===== src/rtl/imem_fetch_ctrl_pkg.sv =====
// Shared definitions for the instruction-fetch controller: FSM state
// encodings, fault cause codes, the prefetch entry layout and the PC
// legality helper. Other blocks, such as a hazard/control unit, can import
// this package to decode fault_cause.
package imem_fetch_ctrl_pkg;

    typedef enum logic [1:0] {
        ST_FETCH = 2'b00,
        ST_FULL  = 2'b01,
        ST_FAULT = 2'b10
    } fetch_state_e;

    typedef enum logic [1:0] {
        FC_NONE     = 2'b00,
        FC_MISALIGN = 2'b01,
        FC_RANGE    = 2'b10
    } fault_cause_e;

    typedef struct packed {
        logic [31:0] pc;
        logic [31:0] inst;
    } fifo_entry_t;

    // If a PC is both misaligned and out of range, it is reported as
    // misaligned.
    function automatic fault_cause_e pc_check(input logic [31:0] pc,
                                              input logic [31:0] last_pc);
        if (pc[1:0] != 2'b00) begin
            return FC_MISALIGN;
        end else if (pc > last_pc) begin
            return FC_RANGE;
        end else begin
            return FC_NONE;
        end
    endfunction

endpackage


===== src/rtl/imem_fetch_ctrl_if.sv =====
// Bus bundle between the fetch controller, the instruction memory read
// port, the redirect source and decode. The controller uses master; the
// environment uses slave.
interface imem_fetch_ctrl_if;
    logic [31:0] imem_adrs;
    logic [31:0] imem_data;
    logic        redirect_valid;
    logic [31:0] redirect_pc;
    logic        inst_valid;
    logic [31:0] inst;
    logic [31:0] inst_pc;
    logic        inst_ready;
    logic        fault;
    logic [1:0]  fault_cause;
    logic [31:0] fault_pc;

    modport master (
        output imem_adrs,
        input  imem_data,
        input  redirect_valid,
        input  redirect_pc,
        output inst_valid,
        output inst,
        output inst_pc,
        input  inst_ready,
        output fault,
        output fault_cause,
        output fault_pc
    );

    modport slave (
        input  imem_adrs,
        output imem_data,
        output redirect_valid,
        output redirect_pc,
        input  inst_valid,
        input  inst,
        input  inst_pc,
        output inst_ready,
        input  fault,
        input  fault_cause,
        input  fault_pc
    );
endinterface


===== src/rtl/imem_fetch_ctrl_inst_fifo.sv =====
// Two-entry prefetch buffer of {pc, inst}. Entry 0 is always the head.
// A flush empties the buffer but leaves the storage untouched, so the head
// outputs keep showing the last head while the buffer is empty.
module inst_fifo
    import imem_fetch_ctrl_pkg::*;
(
    input  logic        clk,
    input  logic        rst_n,
    input  logic        enq_i,
    input  logic        deq_i,
    input  logic        flush_i,
    input  logic [31:0] wr_pc_i,
    input  logic [31:0] wr_inst_i,
    output logic [1:0]  count_o,
    output logic [31:0] head_pc_o,
    output logic [31:0] head_inst_o
);

    fifo_entry_t e0_q;
    fifo_entry_t e1_q;
    fifo_entry_t wr_entry;
    logic [1:0]  count_q;

    assign wr_entry    = '{pc: wr_pc_i, inst: wr_inst_i};
    assign count_o     = count_q;
    assign head_pc_o   = e0_q.pc;
    assign head_inst_o = e0_q.inst;

    // Storage and occupancy. The caller never enqueues into a full buffer
    // without a dequeue, and never dequeues an empty one.
    always_ff @(posedge clk or negedge rst_n) begin
        if (!rst_n) begin
            count_q <= 2'd0;
            e0_q    <= '0;
            e1_q    <= '0;
        end else if (flush_i) begin
            count_q <= 2'd0;
        end else begin
            unique case ({enq_i, deq_i})
                2'b10: begin
                    if (count_q == 2'd0) begin
                        e0_q <= wr_entry;
                    end else begin
                        e1_q <= wr_entry;
                    end
                    count_q <= count_q + 2'd1;
                end
                2'b01: begin
                    if (count_q == 2'd2) begin
                        e0_q <= e1_q;
                    end
                    count_q <= count_q - 2'd1;
                end
                2'b11: begin
                    if (count_q == 2'd2) begin
                        e0_q <= e1_q;
                        e1_q <= wr_entry;
                    end else begin
                        e0_q <= wr_entry;
                    end
                end
                default: begin
                end
            endcase
        end
    end

endmodule


===== src/rtl/imem_fetch_ctrl.sv =====
// Instruction-fetch controller. It owns the PC, fetches one word per cycle
// into a 2-entry prefetch buffer, flushes the buffer on redirects and stops
// with a fault report on a misaligned or out-of-range PC.
//
// state    | meaning
// ---------+------------------------------------------------------------
// ST_FETCH | fetching: the PC is checked and enqueued whenever there is room
// ST_FULL  | buffer full with no dequeue: the PC is held
// ST_FAULT | illegal PC seen: fetch stopped, buffer drains, redirect exits
module imem_fetch_ctrl
    import imem_fetch_ctrl_pkg::*;
#(
    parameter int          MEM_BYTES = 400,
    parameter logic [31:0] RESET_PC  = 32'd0
) (
    input  logic              clk,
    input  logic              rst_n,
    imem_fetch_ctrl_if.master bus
);

    localparam logic [31:0] LAST_PC = 32'(MEM_BYTES - 4);

    fetch_state_e state_q;
    logic [31:0]  pc_q;
    logic         fault_q;
    fault_cause_e fault_cause_q;
    logic [31:0]  fault_pc_q;

    logic [1:0]   count;
    logic [31:0]  head_pc;
    logic [31:0]  head_inst;
    logic         deq;
    logic         fetch_slot;
    logic         enq;
    fault_cause_e pc_cause;
    logic [1:0]   count_d;

    assign bus.imem_adrs   = pc_q;
    assign bus.inst_valid  = (count != 2'd0);
    assign bus.inst        = head_inst;
    assign bus.inst_pc     = head_pc;
    assign bus.fault       = fault_q;
    assign bus.fault_cause = fault_cause_q;
    assign bus.fault_pc    = fault_pc_q;

    // A fetch slot exists when the buffer has room this cycle and no
    // redirect is pending. The PC check happens only in a fetch slot, so a
    // wrapped or out-of-range PC faults before it can be enqueued.
    always_comb begin
        deq        = (count != 2'd0) && bus.inst_ready;
        pc_cause   = pc_check(pc_q, LAST_PC);
        fetch_slot = (state_q != ST_FAULT) && !bus.redirect_valid &&
                     ((count != 2'd2) || deq);
        enq        = fetch_slot && (pc_cause == FC_NONE);
        count_d    = count + 2'(enq) - 2'(deq);
    end

    // PC, fault registers and fetch state machine.
    always_ff @(posedge clk or negedge rst_n) begin
        if (!rst_n) begin
            state_q       <= ST_FETCH;
            pc_q          <= RESET_PC;
            fault_q       <= 1'b0;
            fault_cause_q <= FC_NONE;
            fault_pc_q    <= '0;
        end else if (bus.redirect_valid) begin
            state_q       <= ST_FETCH;
            pc_q          <= bus.redirect_pc;
            fault_q       <= 1'b0;
            fault_cause_q <= FC_NONE;
            fault_pc_q    <= '0;
        end else if (fetch_slot && (pc_cause != FC_NONE)) begin
            state_q       <= ST_FAULT;
            fault_q       <= 1'b1;
            fault_cause_q <= pc_cause;
            fault_pc_q    <= pc_q;
        end else if (state_q != ST_FAULT) begin
            if (enq) begin
                pc_q <= pc_q + 32'd4;
            end
            state_q <= ((count_d == 2'd2) && !deq) ? ST_FULL : ST_FETCH;
        end
    end

    inst_fifo u_inst_fifo (
        .clk         (clk),
        .rst_n       (rst_n),
        .enq_i       (enq),
        .deq_i       (deq),
        .flush_i     (bus.redirect_valid),
        .wr_pc_i     (pc_q),
        .wr_inst_i   (bus.imem_data),
        .count_o     (count),
        .head_pc_o   (head_pc),
        .head_inst_o (head_inst)
    );

endmodule


===== src/flat_wrapper.sv =====
// flat-port wrapper written by rule: the top's interface ports become plain ports
module imem_fetch_ctrl_flat import imem_fetch_ctrl_pkg::*;
#(
    parameter int          MEM_BYTES = 400,
    parameter logic [31:0] RESET_PC  = 32'd0
)
  (clk, rst_n, bus_imem_adrs, bus_imem_data, bus_redirect_valid, bus_redirect_pc, bus_inst_valid, bus_inst, bus_inst_pc, bus_inst_ready, bus_fault, bus_fault_cause, bus_fault_pc);
  imem_fetch_ctrl_if bus_i ();
  input  logic clk;
  input  logic rst_n;
  output wire logic [$bits(bus_i.imem_adrs)-1:0] bus_imem_adrs;
  input wire logic [$bits(bus_i.imem_data)-1:0] bus_imem_data;
  input wire logic [$bits(bus_i.redirect_valid)-1:0] bus_redirect_valid;
  input wire logic [$bits(bus_i.redirect_pc)-1:0] bus_redirect_pc;
  output wire logic [$bits(bus_i.inst_valid)-1:0] bus_inst_valid;
  output wire logic [$bits(bus_i.inst)-1:0] bus_inst;
  output wire logic [$bits(bus_i.inst_pc)-1:0] bus_inst_pc;
  input wire logic [$bits(bus_i.inst_ready)-1:0] bus_inst_ready;
  output wire logic [$bits(bus_i.fault)-1:0] bus_fault;
  output wire logic [$bits(bus_i.fault_cause)-1:0] bus_fault_cause;
  output wire logic [$bits(bus_i.fault_pc)-1:0] bus_fault_pc;
  assign bus_imem_adrs = bus_i.imem_adrs;
  assign bus_i.imem_data = bus_imem_data;
  assign bus_i.redirect_valid = bus_redirect_valid;
  assign bus_i.redirect_pc = bus_redirect_pc;
  assign bus_inst_valid = bus_i.inst_valid;
  assign bus_inst = bus_i.inst;
  assign bus_inst_pc = bus_i.inst_pc;
  assign bus_i.inst_ready = bus_inst_ready;
  assign bus_fault = bus_i.fault;
  assign bus_fault_cause = bus_i.fault_cause;
  assign bus_fault_pc = bus_i.fault_pc;
  imem_fetch_ctrl #(.MEM_BYTES(MEM_BYTES), .RESET_PC(RESET_PC)) u_core (.clk(clk), .rst_n(rst_n), .bus(bus_i));
endmodule

===== config.mk =====
export PLATFORM = sky130hd
export DESIGN_NAME = imem_fetch_ctrl_flat
export DESIGN_NICKNAME = d
export VERILOG_FILES = /design/src/rtl/imem_fetch_ctrl_pkg.sv /design/src/rtl/imem_fetch_ctrl_if.sv /design/src/rtl/imem_fetch_ctrl_inst_fifo.sv /design/src/rtl/imem_fetch_ctrl.sv /design/src/flat_wrapper.sv
export SDC_FILE = /design/constraint.sdc
export NUM_CORES = 1
export LEC_CHECK = 0
export CAP_MARGIN = 40
export CELL_PAD_IN_SITES_DETAIL_PLACEMENT = 1
export CELL_PAD_IN_SITES_GLOBAL_PLACEMENT = 1
export CORE_UTILIZATION = 30
export CTS_CLUSTER_DIAMETER = 100
export DETAILED_ROUTE_END_ITERATION = 12
export PLACE_DENSITY_LB_ADDON = 0.1
export SLEW_MARGIN = 5
export SYNTH_ARGS = -nofsm -noshare
export SYNTH_HDL_FRONTEND = slang
export SYNTH_HIERARCHICAL = 1
export SYNTH_SLANG_ARGS = --single-unit
export TNS_END_PERCENT = 100

===== constraint.sdc =====
create_clock -name clk -period 3.1 [get_ports clk]
set_input_delay 0.31 -clock clk [delete_from_list [all_inputs] [get_ports clk]]
set_output_delay 0.31 -clock clk [all_outputs]
set_load 0.01 [all_outputs]

==> impl_metrics.tcl, run 1 <==
set metrics [dict create \
    status "complete, no violations" \
    cp_slowest_cell "sky130_fd_sc_hd__nor3_1" \
    drive_gt1_share_pct 16.3 \
    ys_async_sr_fraction_pct 100 \
    yosys.area_share.xor_xnor_pct 0.452 \
    totalNegativeSetupSlack_ns 0 \
    placement.setup.worst_slack_ns 0.322 \
    synthDistinctLibCells 49 \
    critPathMaxFanout 37 \
    fill_cell_instance_count_of_the_final_layout 3463 \
    clock_insertion_delay_worst_skew_ns 0.44 \
    finalSetupViolCount 0 \
    power.total_mw 5.73 \
    grt_max_degree 83 \
    ys_seq_elements 199 \
    synth_top_family_by_area "compound AO/OA/AOI/OAI gates" \
    most_frequent_cells_in_the_layout "sky130_fd_sc_hd__dfrtp_1 (199), sky130_fd_sc_hd__clkdlybuf4s50_1 (197), sky130_fd_sc_hd__a31oi_1 (129)" \
    antenna_violating_nets_post_route 0 \
    effective_utilization_at_floorplan_pct 30.6 \
    worst_path_largest_cell_delay_ns 0.49 \
    routed_via_density 5.54 \
    slew_headroom_pct 39.0 \
    die-height_um 182 \
    min-delay-path-class "in -> reg" \
    drt_iter0_markers 342 \
    synth_area_per_cell_um2 10.8 \
    cp.required_ns 3.45 \
    max_cap_violations 0 \
    clk_pin_slew_worst_paths_ns 0.08 \
    dr.pass1.iters 4 \
    antenna_violations_before_repair 0 \
    grt_setup_unrepaired "false" \
    utilization_pct 40.4 \
    critical-path-top-delay-family "simple AND/OR/NAND/NOR gates" \
    yosys_warnings 6 \
    crit_path_start_kind "flip-flop" \
    f_max_mhz 365 \
    final_critical_path_setup_slack_ns 0.359 \
    place.gp.congestion 0.712 \
    p_leak_nw 5.31 \
    synth.net_count 966 \
    multiInputGateArea_um2 4270 \
    globalRoute.totalOverflow 0 \
    predominant_post_synthesis_flop_cell "sky130_fd_sc_hd__dfrtp_1" \
    layout_worst_path_cycle_share_pct 88.4 \
    design.die.area_um2 33000 \
    rrSetupSlack_ns 0.36 \
    period_needed_ns 2.74 \
    clock_tree.buffer_depth 2 \
    ws_path_type "reg -> reg" \
    grt_first_pass_wirelength_um 53600 \
    vias_in_the_first_global_route 8768 \
    portBuffers 199 \
    pwr_density_cell_nw_per_um2 447 \
    synth_fa_ha_area_share_pct 0.258 \
    cts-buffers-inserted 17 \
    yosys.area_share.simple_pct 10.5 \
    area_growth_pct 32.0 \
    cts.repair.resized 0 \
    layout.nets 1138 \
    floorplan.rows 65 \
    drcViolationCount 0 \
    n_antenna_cell 0 \
    netlist_area_um2 9700 \
    ir_drop_mv 0.346 \
    ys_seq_area_share_pct 51.3 \
    worst-slew-pin-transition_ns 0.915 \
    cts_root_buf "sky130_fd_sc_hd__clkbuf_16" \
    ff_latch_area_um2 4980 \
    cts.sinks 199 \
    critical_path.n_buffers_inverters 1 \
    synthCells 896 \
    cp.arrival_ns 3.10 \
    hold_viol_final 0 \
    post_synth_mux_area_share_pct 10.4 \
    critPathCaptureType "flip-flop" \
    final_common_cell "sky130_fd_sc_hd__dfrtp_1" \
    dieWidth_um 182 \
    grt.total_usage_pct 21.0 \
    synth-compound-area-share_pct 22.2 \
    avgRoutedWirePerCell_um 23.0 \
    synth-edff-count 0 \
    finalWirelength_um 34100 \
    dp.final_hpwl_um 21200 \
    core_area_um2 31700 \
    cts_tree "built" \
    crit_chain "nor3_1 > nand4_1 > nor4_4 > and2b_2 > buf_4 > a211oi_1 > a31oi_1" \
    fin_worst_skew_ns 0.0145 \
    ctsHtreeMaxLevel 4 \
    detailroute.via_count 8204 \
    final_max_slew_viol_count 0 \
    pin_count 200 \
]
layer usage:
| metal | up-vias | global-route usage [%] | wire (µm) |
|---|---|---|---|
| met5 | - | 0 | 0 |
| met4 | 0 | 4.95 | 421 |
| met3 | 22 | 4.85 | 1670 |
| met2 | 188 | 34.7 | 16300 |
| met1 | 4255 | 27.8 | 15700 |
| li1 | 3739 | - | - |
synth_stat cells (4+ instances only):
cell type / instances / area share, %
sky130_fd_sc_hd__dfrtp_1: 199 / 51
sky130_fd_sc_hd__a31oi_1: 129 / 8.3
sky130_fd_sc_hd__mux2_2: 77 / 8.9
sky130_fd_sc_hd__nor2b_1: 66 / 4.3
sky130_fd_sc_hd__o211ai_1: 65 / 5.0
sky130_fd_sc_hd__a211oi_1: 64 / 5.0
sky130_fd_sc_hd__clkbuf_1: 59 / 2.3
sky130_fd_sc_hd__nand3_1: 38 / 2.0
sky130_fd_sc_hd__o21ai_0: 35 / 1.8
sky130_fd_sc_hd__nand2_1: 28 / 1.1
sky130_fd_sc_hd__buf_2: 25 / 1.3
sky130_fd_sc_hd__a21oi_1: 18 / 0.93
sky130_fd_sc_hd__mux2_1: 12 / 1.4
sky130_fd_sc_hd__buf_6: 6 / 0.70
sky130_fd_sc_hd__nor2_1: 6 / 0.23
sky130_fd_sc_hd__inv_1: 5 / 0.19
sky130_fd_sc_hd__nor3_1: 5 / 0.26
sky130_fd_sc_hd__xnor2_1: 5 / 0.45
sky130_fd_sc_hd__and3_1: 4 / 0.26
sky130_fd_sc_hd__buf_1: 4 / 0.15
tightest hold or removal path, stage by stage:
cell and delay, ns:
sky130_fd_sc_hd__buf_2 0.17, sky130_fd_sc_hd__inv_1 0.13, sky130_fd_sc_hd__nand3_1 0.09, sky130_fd_sc_hd__nor4_1 0.05
area by class of cell:
type                            count  share of cell area [%]
Timing Repair Buffer              250                    19.4
Clock inverter                     13                   0.909
Tap cell                          402                    3.93
Clock buffer                       18                    3.35
Inverter                            5                   0.166
Multi-Input combinational cell    595                    33.3
Sequential cell                   199                    38.9
flip-flops by register name (all words and copies together) (netlist names):
name,count
u_core/state_q,2
u_core/u_inst_fifo/head_inst_o,32
u_core/bus.imem_adrs,32
u_core/bus.fault_cause,2
u_core/u_inst_fifo/head_pc_o,32
u_core/u_inst_fifo/count_o,2
u_core/u_inst_fifo/e1_q,64
u_core/bus.fault,1
u_core/bus.fault_pc,32
worst paths after layout:
check / cells after the start / to / startpoint
hold reg to reg: 1 / u_core/bus.fault / u_core/bus.fault
min in group asynchronous: 2 / u_core/u_inst_fifo/e1_q[26] / rst_n
max in group asynchronous: 3 / u_core/bus.imem_adrs[10] / rst_n
setup reg to reg: 7 / u_core/u_inst_fifo/head_inst_o[20] / u_core/bus.imem_adrs[19]
hold / removal: 4 / u_core/state_q[0] / bus_redirect_valid
setup / recovery: 7 / u_core/u_inst_fifo/head_inst_o[20] / u_core/bus.imem_adrs[19]
per-stage QoR:
step                      instances  hold slack, ns  instance area, µm²
after floorplan                 896          0.0144                9700
after global placement         1449           0.366               12200
after detailed placement       1450           0.368               12200
after CTS                      1482           0.332               12800
after global routing           1482           0.361               12800
final                          1482           0.365               12800
cells by family after synthesis:
logic type	after synthesis
mux	90
flops	199
xor+xnor	5
compound gates	325
fa+ha+maj	2
simple gates	173
buf+inv	102
power breakdown:
| group | internal (mW) | switching (mW) | leakage (nW) |
|---|---|---|---|
| logic | 0.399 | 0.377 | 2.37 |
| registers | 2.69 | 0.104 | 2.68 |
| clock network | 1.05 | 1.10 | 0.261 |
what timing repair did:
action | CTS | global route
buffers inserted | 0 | 0
hold buffers | 1 | 0
hold endpoints to repair | 77 | 0
Power figures use the tool's default switching activity.
==> run 2, diff against run 1 <==
Settings changed: CORE_MARGIN set to 5, CTS_CLUSTER_DIAMETER 100 to 60.
==> run 2 against run 1 <==
Effect of this change:
- critical path depth up 1
- critical endpoint is now u_core/u_inst_fifo/head_pc_o[11]
- wire length grew 4.5%
- maximum frequency grew 3.8%
- non-clock buffer count is 14 higher
- cell count grew 0.94%
- clock skew is 0.0064 ns higher
- highest routed layer is now met5
==> impl_metrics.tcl, run 2 (same netlist as run 1, synthesis figures left out) <==
set metrics [dict create \
    hold_viol_final 0 \
    cts-buffers-inserted 17 \
    grtUsageMet1_pct 25.6 \
    largest-register "u_core/u_inst_fifo/e1_q" \
    dieWidth_um 190 \
    crit-reg2reg-capture "u_core/u_inst_fifo/head_pc_o[11]" \
    area_growth_pct 33.6 \
    drt_iter0_markers 468 \
    reg2reg_depth 8 \
    design.die.area_um2 36000 \
    pin_count 200 \
    critPathCaptureType "flip-flop" \
    finalSetupViolCount 0 \
    antenna_violations_before_repair 2 \
    holdPathEnd "u_core/bus.fault_pc[2]" \
    portBuffers 199 \
    largest_register_ffs 64 \
    rrSetupSlack_ns 0.46 \
    min-delay-path-class "in -> reg" \
    worst_path_largest_cell_delay_ns 0.48 \
    crit_chain "nor4_2 > nand4_1 > nor4_4 > and2b_2 > buf_12 > a21o_2 > buf_12 > a31oi_1" \
    clk_pin_slew_worst_paths_ns 0.07 \
    finalWirelength_um 35600 \
    worst-slew-pin-transition_ns 0.838 \
    cts_root_buf "sky130_fd_sc_hd__clkbuf_16" \
    most_frequent_cells_in_the_layout "sky130_fd_sc_hd__dfrtp_1 (199), sky130_fd_sc_hd__clkdlybuf4s50_1 (197), sky130_fd_sc_hd__a31oi_1 (129)" \
    clock_insertion_delay_worst_skew_ns 0.44 \
    totalNegativeSetupSlack_ns 0 \
    cp.arrival_ns 2.93 \
    min_path_cells 3 \
    cts.sinks 199 \
    antenna_violating_nets_post_route 0 \
    multiInputGateArea_um2 4270 \
    regToRegStartpoint "u_core/bus.imem_adrs[15]" \
    period_needed_ns 2.64 \
    avgRoutedWirePerCell_um 23.8 \
    utilization_pct 40.9 \
    n_antenna_cell 0 \
    cts_tree "built" \
    critical-path-top-delay-family "simple AND/OR/NAND/NOR gates" \
    critPathMaxFanout 47 \
    globalRoute.totalOverflow 0 \
    dr.pass1.iters 4 \
    grt.total_usage_pct 19.9 \
    routed_via_density 5.50 \
    worst_hold_startpoint "bus_redirect_valid" \
    place.gp.congestion 0.732 \
    ws_path_type "reg -> reg" \
    ir_drop_mv 0.339 \
    slew_headroom_pct 44.1 \
    vias_in_the_first_global_route 9065 \
    ctsHtreeMaxLevel 4 \
    max_cap_violations 0 \
    die-height_um 190 \
    groute.layer.met2.usage_pct 34.3 \
    crit_path_start_kind "flip-flop" \
    cp_slowest_cell "sky130_fd_sc_hd__dfrtp_1" \
    gr-max-usage-layer "met2" \
    grt_setup_unrepaired "false" \
    ff_latch_area_um2 4980 \
    effective_utilization_at_floorplan_pct 30.6 \
    grt_use_met3_pct 4.51 \
    layout_worst_path_cycle_share_pct 85.2 \
    floorplan.rows 65 \
    p_leak_nw 5.41 \
    cts.repair.resized 0 \
    final_common_cell "sky130_fd_sc_hd__dfrtp_1" \
    clock_tree.buffer_depth 2 \
    status "complete, no violations" \
    critical_path.n_buffers_inverters 2 \
    f_max_mhz 379 \
    cp.required_ns 3.39 \
    grt_max_degree 86 \
    layout.nets 1152 \
    detailroute.via_count 8222 \
    core_area_um2 31700 \
    critical-path-top-cell-by-count "sky130_fd_sc_hd__buf_12" \
    grt_first_pass_wirelength_um 56200 \
    pwr_density_cell_nw_per_um2 445 \
    fill_cell_instance_count_of_the_final_layout 3428 \
    whs_ns 0.431 \
    final_max_slew_viol_count 0 \
    drive_gt1_share_pct 17.6 \
    fin_worst_skew_ns 0.0209 \
    dp.final_hpwl_um 23000 \
    drcViolationCount 0 \
]
==> run 2: cell count changes in the layout (fill, tap and decap cells not counted), sizes merged <==
cell and delta:
buf +14, clkbuf +1, clkinv +2, inv -2
clkinvlp -1
==> run 2: cell type report <==
class | count | area share (%)
flip-flops and latches | 199 | 38.4
multi-input cells | 595 | 33.0
repair buffers | 264 | 20.2
well taps | 402 | 3.88
clock buffers | 19 | 3.50
clock inverters | 12 | 0.888
inverters | 5 | 0.164
==> run 2: through the flow <==
stage / total power, mW / setup slack, ns / instance area, µm² / std cells
after global placement: 3.64 / 0.439 / 12400 / 1463
after global routing: 6.05 / 0.265 / 13000 / 1496
after floorplan: 3.10 / 0.599 / 9700 / 896
after CTS: 5.86 / 0.417 / 13000 / 1496
after detailed placement: 3.64 / 0.382 / 12400 / 1464
final: 5.77 / 0.460 / 13000 / 1496
==> run 2: worst max path at each step <==
stage                              from                                 end  slack, ns  cells past startpoint
2_1_floorplan  u_core/bus.imem_adrs[15]   u_core/u_inst_fifo/head_inst_o[0]       0.60                      8
3_3_place_gp             bus_inst_ready  u_core/u_inst_fifo/head_inst_o[23]       0.44                      9
3_5_place_dp             bus_inst_ready  u_core/u_inst_fifo/head_inst_o[12]       0.38                      9
4_1_cts        u_core/bus.imem_adrs[15]  u_core/u_inst_fifo/head_inst_o[12]       0.42                      8
5_1_grt        u_core/bus.imem_adrs[15]     u_core/u_inst_fifo/head_pc_o[0]       0.27                      8
6_report       u_core/bus.imem_adrs[15]    u_core/u_inst_fifo/head_pc_o[11]       0.46                      8
==> run 2: power breakdown <==
group | leakage, nW | internal, mW | total [mW] | switching (mW)
clock | 0.273 | 1.10 | 2.19 | 1.10
combinational | 2.46 | 0.410 | 0.804 | 0.393
sequential | 2.68 | 2.69 | 2.77 | 0.0870
==> run 2: layer usage <==
layer | share of wire, % | wire length [µm]
met5 | 0.065 | 23
met4 | 1.4 | 510
met3 | 4.8 | 1720
met2 | 51 | 18000
met1 | 43 | 15300
==> run 2: tightest hold or removal path, cell delays in order <==
cell	delay, ns
sky130_fd_sc_hd__buf_2	0.13
sky130_fd_sc_hd__buf_4	0.24
sky130_fd_sc_hd__a21oi_1	0.14
==> run 2: repair_timing <==
| item | in CTS | in global routing |
|---|---|---|
| hold endpoints to repair | 80 | 0 |
| hold buffers | 1 | 0 |
| setup buffers | 0 | 0 |
==> run 3, diff against run 2 <==
Settings changed: CAP_MARGIN 40 to unset.
==> run 3 against run 2 <==
Effect of this change:
- sequential cell count unchanged
- power increased by 1.1%
- utilization decreased by 0.063 points
- critical path depth unchanged
- clock power increased by 3%
- die area unchanged
- non-clock buffer count decreased by 1
- first-iteration DRC count decreased by 27%
- worst hold slack improved by 0.0039 ns
- cell area decreased by 0.15%
- critical endpoint is now u_core/u_inst_fifo/head_pc_o[8]
- largest power group unchanged
==> impl_metrics.tcl, run 3 (same netlist as run 1, synthesis figures left out) <==
set metrics [dict create \
    crit_path_start_kind "flip-flop" \
    finalSetupViolCount 0 \
    final_max_slew_viol_count 0 \
    startpoint "u_core/bus.imem_adrs[15]" \
    core_area_um2 31700 \
    min-delay-path-class "in -> reg" \
    cts_setup_buffers 0 \
    routedLengthMet1_um 15800 \
    dieWidth_um 190 \
    cts.sinks 199 \
    grt.total_usage_pct 19.6 \
    cp_slowest_cell "sky130_fd_sc_hd__dfrtp_1" \
    most_frequent_cells_in_the_layout "sky130_fd_sc_hd__dfrtp_1 (199), sky130_fd_sc_hd__clkdlybuf4s50_1 (197), sky130_fd_sc_hd__a31oi_1 (129)" \
    worst_hold_startpoint "bus_redirect_valid" \
    f_max_mhz 379 \
    hold_viol_final 0 \
    largest-register "u_core/u_inst_fifo/e1_q" \
    drt_iter0_markers 340 \
    maxUsedRoutingLayer "met5" \
    floorplan.rows 65 \
    critical-path-top-delay-family "simple AND/OR/NAND/NOR gates" \
    route.met3.wl_um 1670 \
    worst-slew-pin-transition_ns 1.07 \
    layout.nets 1151 \
    largest_register_ffs 64 \
    period_needed_ns 2.64 \
    die-height_um 190 \
    effective_utilization_at_floorplan_pct 30.6 \
    p_sw_share_pct 27.1 \
    totalNegativeSetupSlack_ns 0 \
    fill_cell_instance_count_of_the_final_layout 3446 \
    power.share.clock_pct 38.7 \
    utilization_pct 40.8 \
    p_leak_nw 5.40 \
    cts_tree "built" \
    grt_first_pass_wirelength_um 55500 \
    total_met2_wirelength_after_detailed_routing_um 17300 \
    grt_max_degree 99 \
    regToRegStartpoint "u_core/bus.imem_adrs[15]" \
    final_common_cell "sky130_fd_sc_hd__dfrtp_1" \
    ir_drop_mv 0.338 \
    antenna_violations_before_repair 2 \
    power.total_mw 5.83 \
    dr.pass1.iters 4 \
    worst_path_largest_cell_delay_ns 0.48 \
    status "complete, no violations" \
    cts-buffers-inserted 17 \
    clock_insertion_delay_worst_skew_ns 0.44 \
    drcViolationCount 0 \
    avgRoutedWirePerCell_um 23.8 \
    design.die.area_um2 36000 \
    fin_worst_skew_ns 0.0195 \
    place.gp.congestion 0.732 \
    n_antenna_cell 0 \
    max_cap_violations 0 \
    drive_gt1_share_pct 17.4 \
    detailroute.via_count 8221 \
    layout_worst_path_cycle_share_pct 85.1 \
    portBuffers 199 \
    netSwitchingPower_mw 1.58 \
    finalWirelength_um 35500 \
    clock_tree.buffer_depth 2 \
    seq_pwr_share_pct 47.5 \
    cp.required_ns 3.39 \
    combPwrFrac_pct 13.8 \
    antenna_violating_nets_post_route 0 \
    grt_setup_unrepaired "false" \
    critPathCaptureType "flip-flop" \
    pin_count 200 \
    critical_path.n_buffers_inverters 2 \
    globalRoute.totalOverflow 0 \
    slew_headroom_pct 28.6 \
    ws_path_type "reg -> reg" \
    routed_via_density 5.50 \
    pwr_density_cell_nw_per_um2 451 \
    cts_root_buf "sky130_fd_sc_hd__clkbuf_16" \
    cp.arrival_ns 2.93 \
    internal-power_mw 4.26 \
    clk_pin_slew_worst_paths_ns 0.07 \
    critPathMaxFanout 31 \
    dp.final_hpwl_um 22800 \
    area_growth_pct 33.4 \
    crit_chain "nor4_2 > nand4_1 > nor4_4 > and2b_2 > buf_12 > a21o_2 > buf_4 > a31oi_1" \
    vias_in_the_first_global_route 8921 \
    ctsHtreeMaxLevel 4 \
]
## run 3: power by group through the flow
| stage | sequential [mW] | clock (mW) | combinational (mW) |
|---|---|---|---|
| floorplan | 2.87 | 0 | 0.232 |
| global placement | 2.82 | 0 | 0.811 |
| detailed placement | 2.82 | 0 | 0.816 |
| CTS | 2.78 | 2.32 | 0.823 |
| global route | 2.79 | 2.43 | 0.884 |
| finish | 2.77 | 2.26 | 0.804 |
## run 3: layout make-up
| cell class | count | area, µm² | area share, % |
|---|---|---|---|
| Clock buffer | 19 | 443 | 3.42 |
| Multi-Input combinational cell | 595 | 4270 | 33.0 |
| Tap cell | 402 | 503 | 3.89 |
| Timing Repair Buffer | 263 | 2590 | 20.0 |
| Clock inverter | 12 | 133 | 1.03 |
| Sequential cell | 199 | 4980 | 38.5 |
| Inverter | 5 | 21.3 | 0.164 |
## run 3: what timing repair did
action | CTS | global route
gates resized for setup | 0 | 0
hold buffers | 1 | 0
endpoints found under the hold margin | 80 | 0
## run 3: path summary, 6_finish.rpt
check / end / slack, ns / depth (start not counted)
worst min register to register: u_core/bus.fault / 0.49 / 1
worst min-delay path: u_core/bus.fault_pc[2] / 0.44 / 3
worst max register to register: u_core/u_inst_fifo/head_pc_o[8] / 0.46 / 8
min in group asynchronous: u_core/u_inst_fifo/head_inst_o[19] / 0.48 / 2
max in group asynchronous: u_core/u_inst_fifo/e1_q[24] / 1.83 / 3
worst max-delay path: u_core/u_inst_fifo/head_pc_o[8] / 0.46 / 8
## run 3: per-stage QoR
stage / cell area (µm²) / setup WS, ns / instances / hold WS, ns
3_3_place_gp: 12400 / 0.439 / 1463 / 0.392
6_report: 12900 / 0.462 / 1495 / 0.435
5_1_grt: 12900 / 0.270 / 1495 / 0.432
4_1_cts: 12900 / 0.423 / 1495 / 0.426
3_5_place_dp: 12400 / 0.380 / 1463 / 0.394
2_1_floorplan: 9700 / 0.599 / 896 / 0.0144
## run 3: tightest hold or removal path: stages
cell                      delay, ns
sky130_fd_sc_hd__buf_2         0.13
sky130_fd_sc_hd__buf_4         0.24
sky130_fd_sc_hd__a21oi_1       0.14
## run 3: per-layer routing
| layer | vias to the layer above | GRT usage [%] |
|---|---|---|
| met2 | 172 | 32.4 |
| met5 | - | 0 |
| met4 | 4 | 5.15 |
| met3 | 39 | 4.61 |
| li1 | 3771 | - |
| met1 | 4235 | 26.1 |
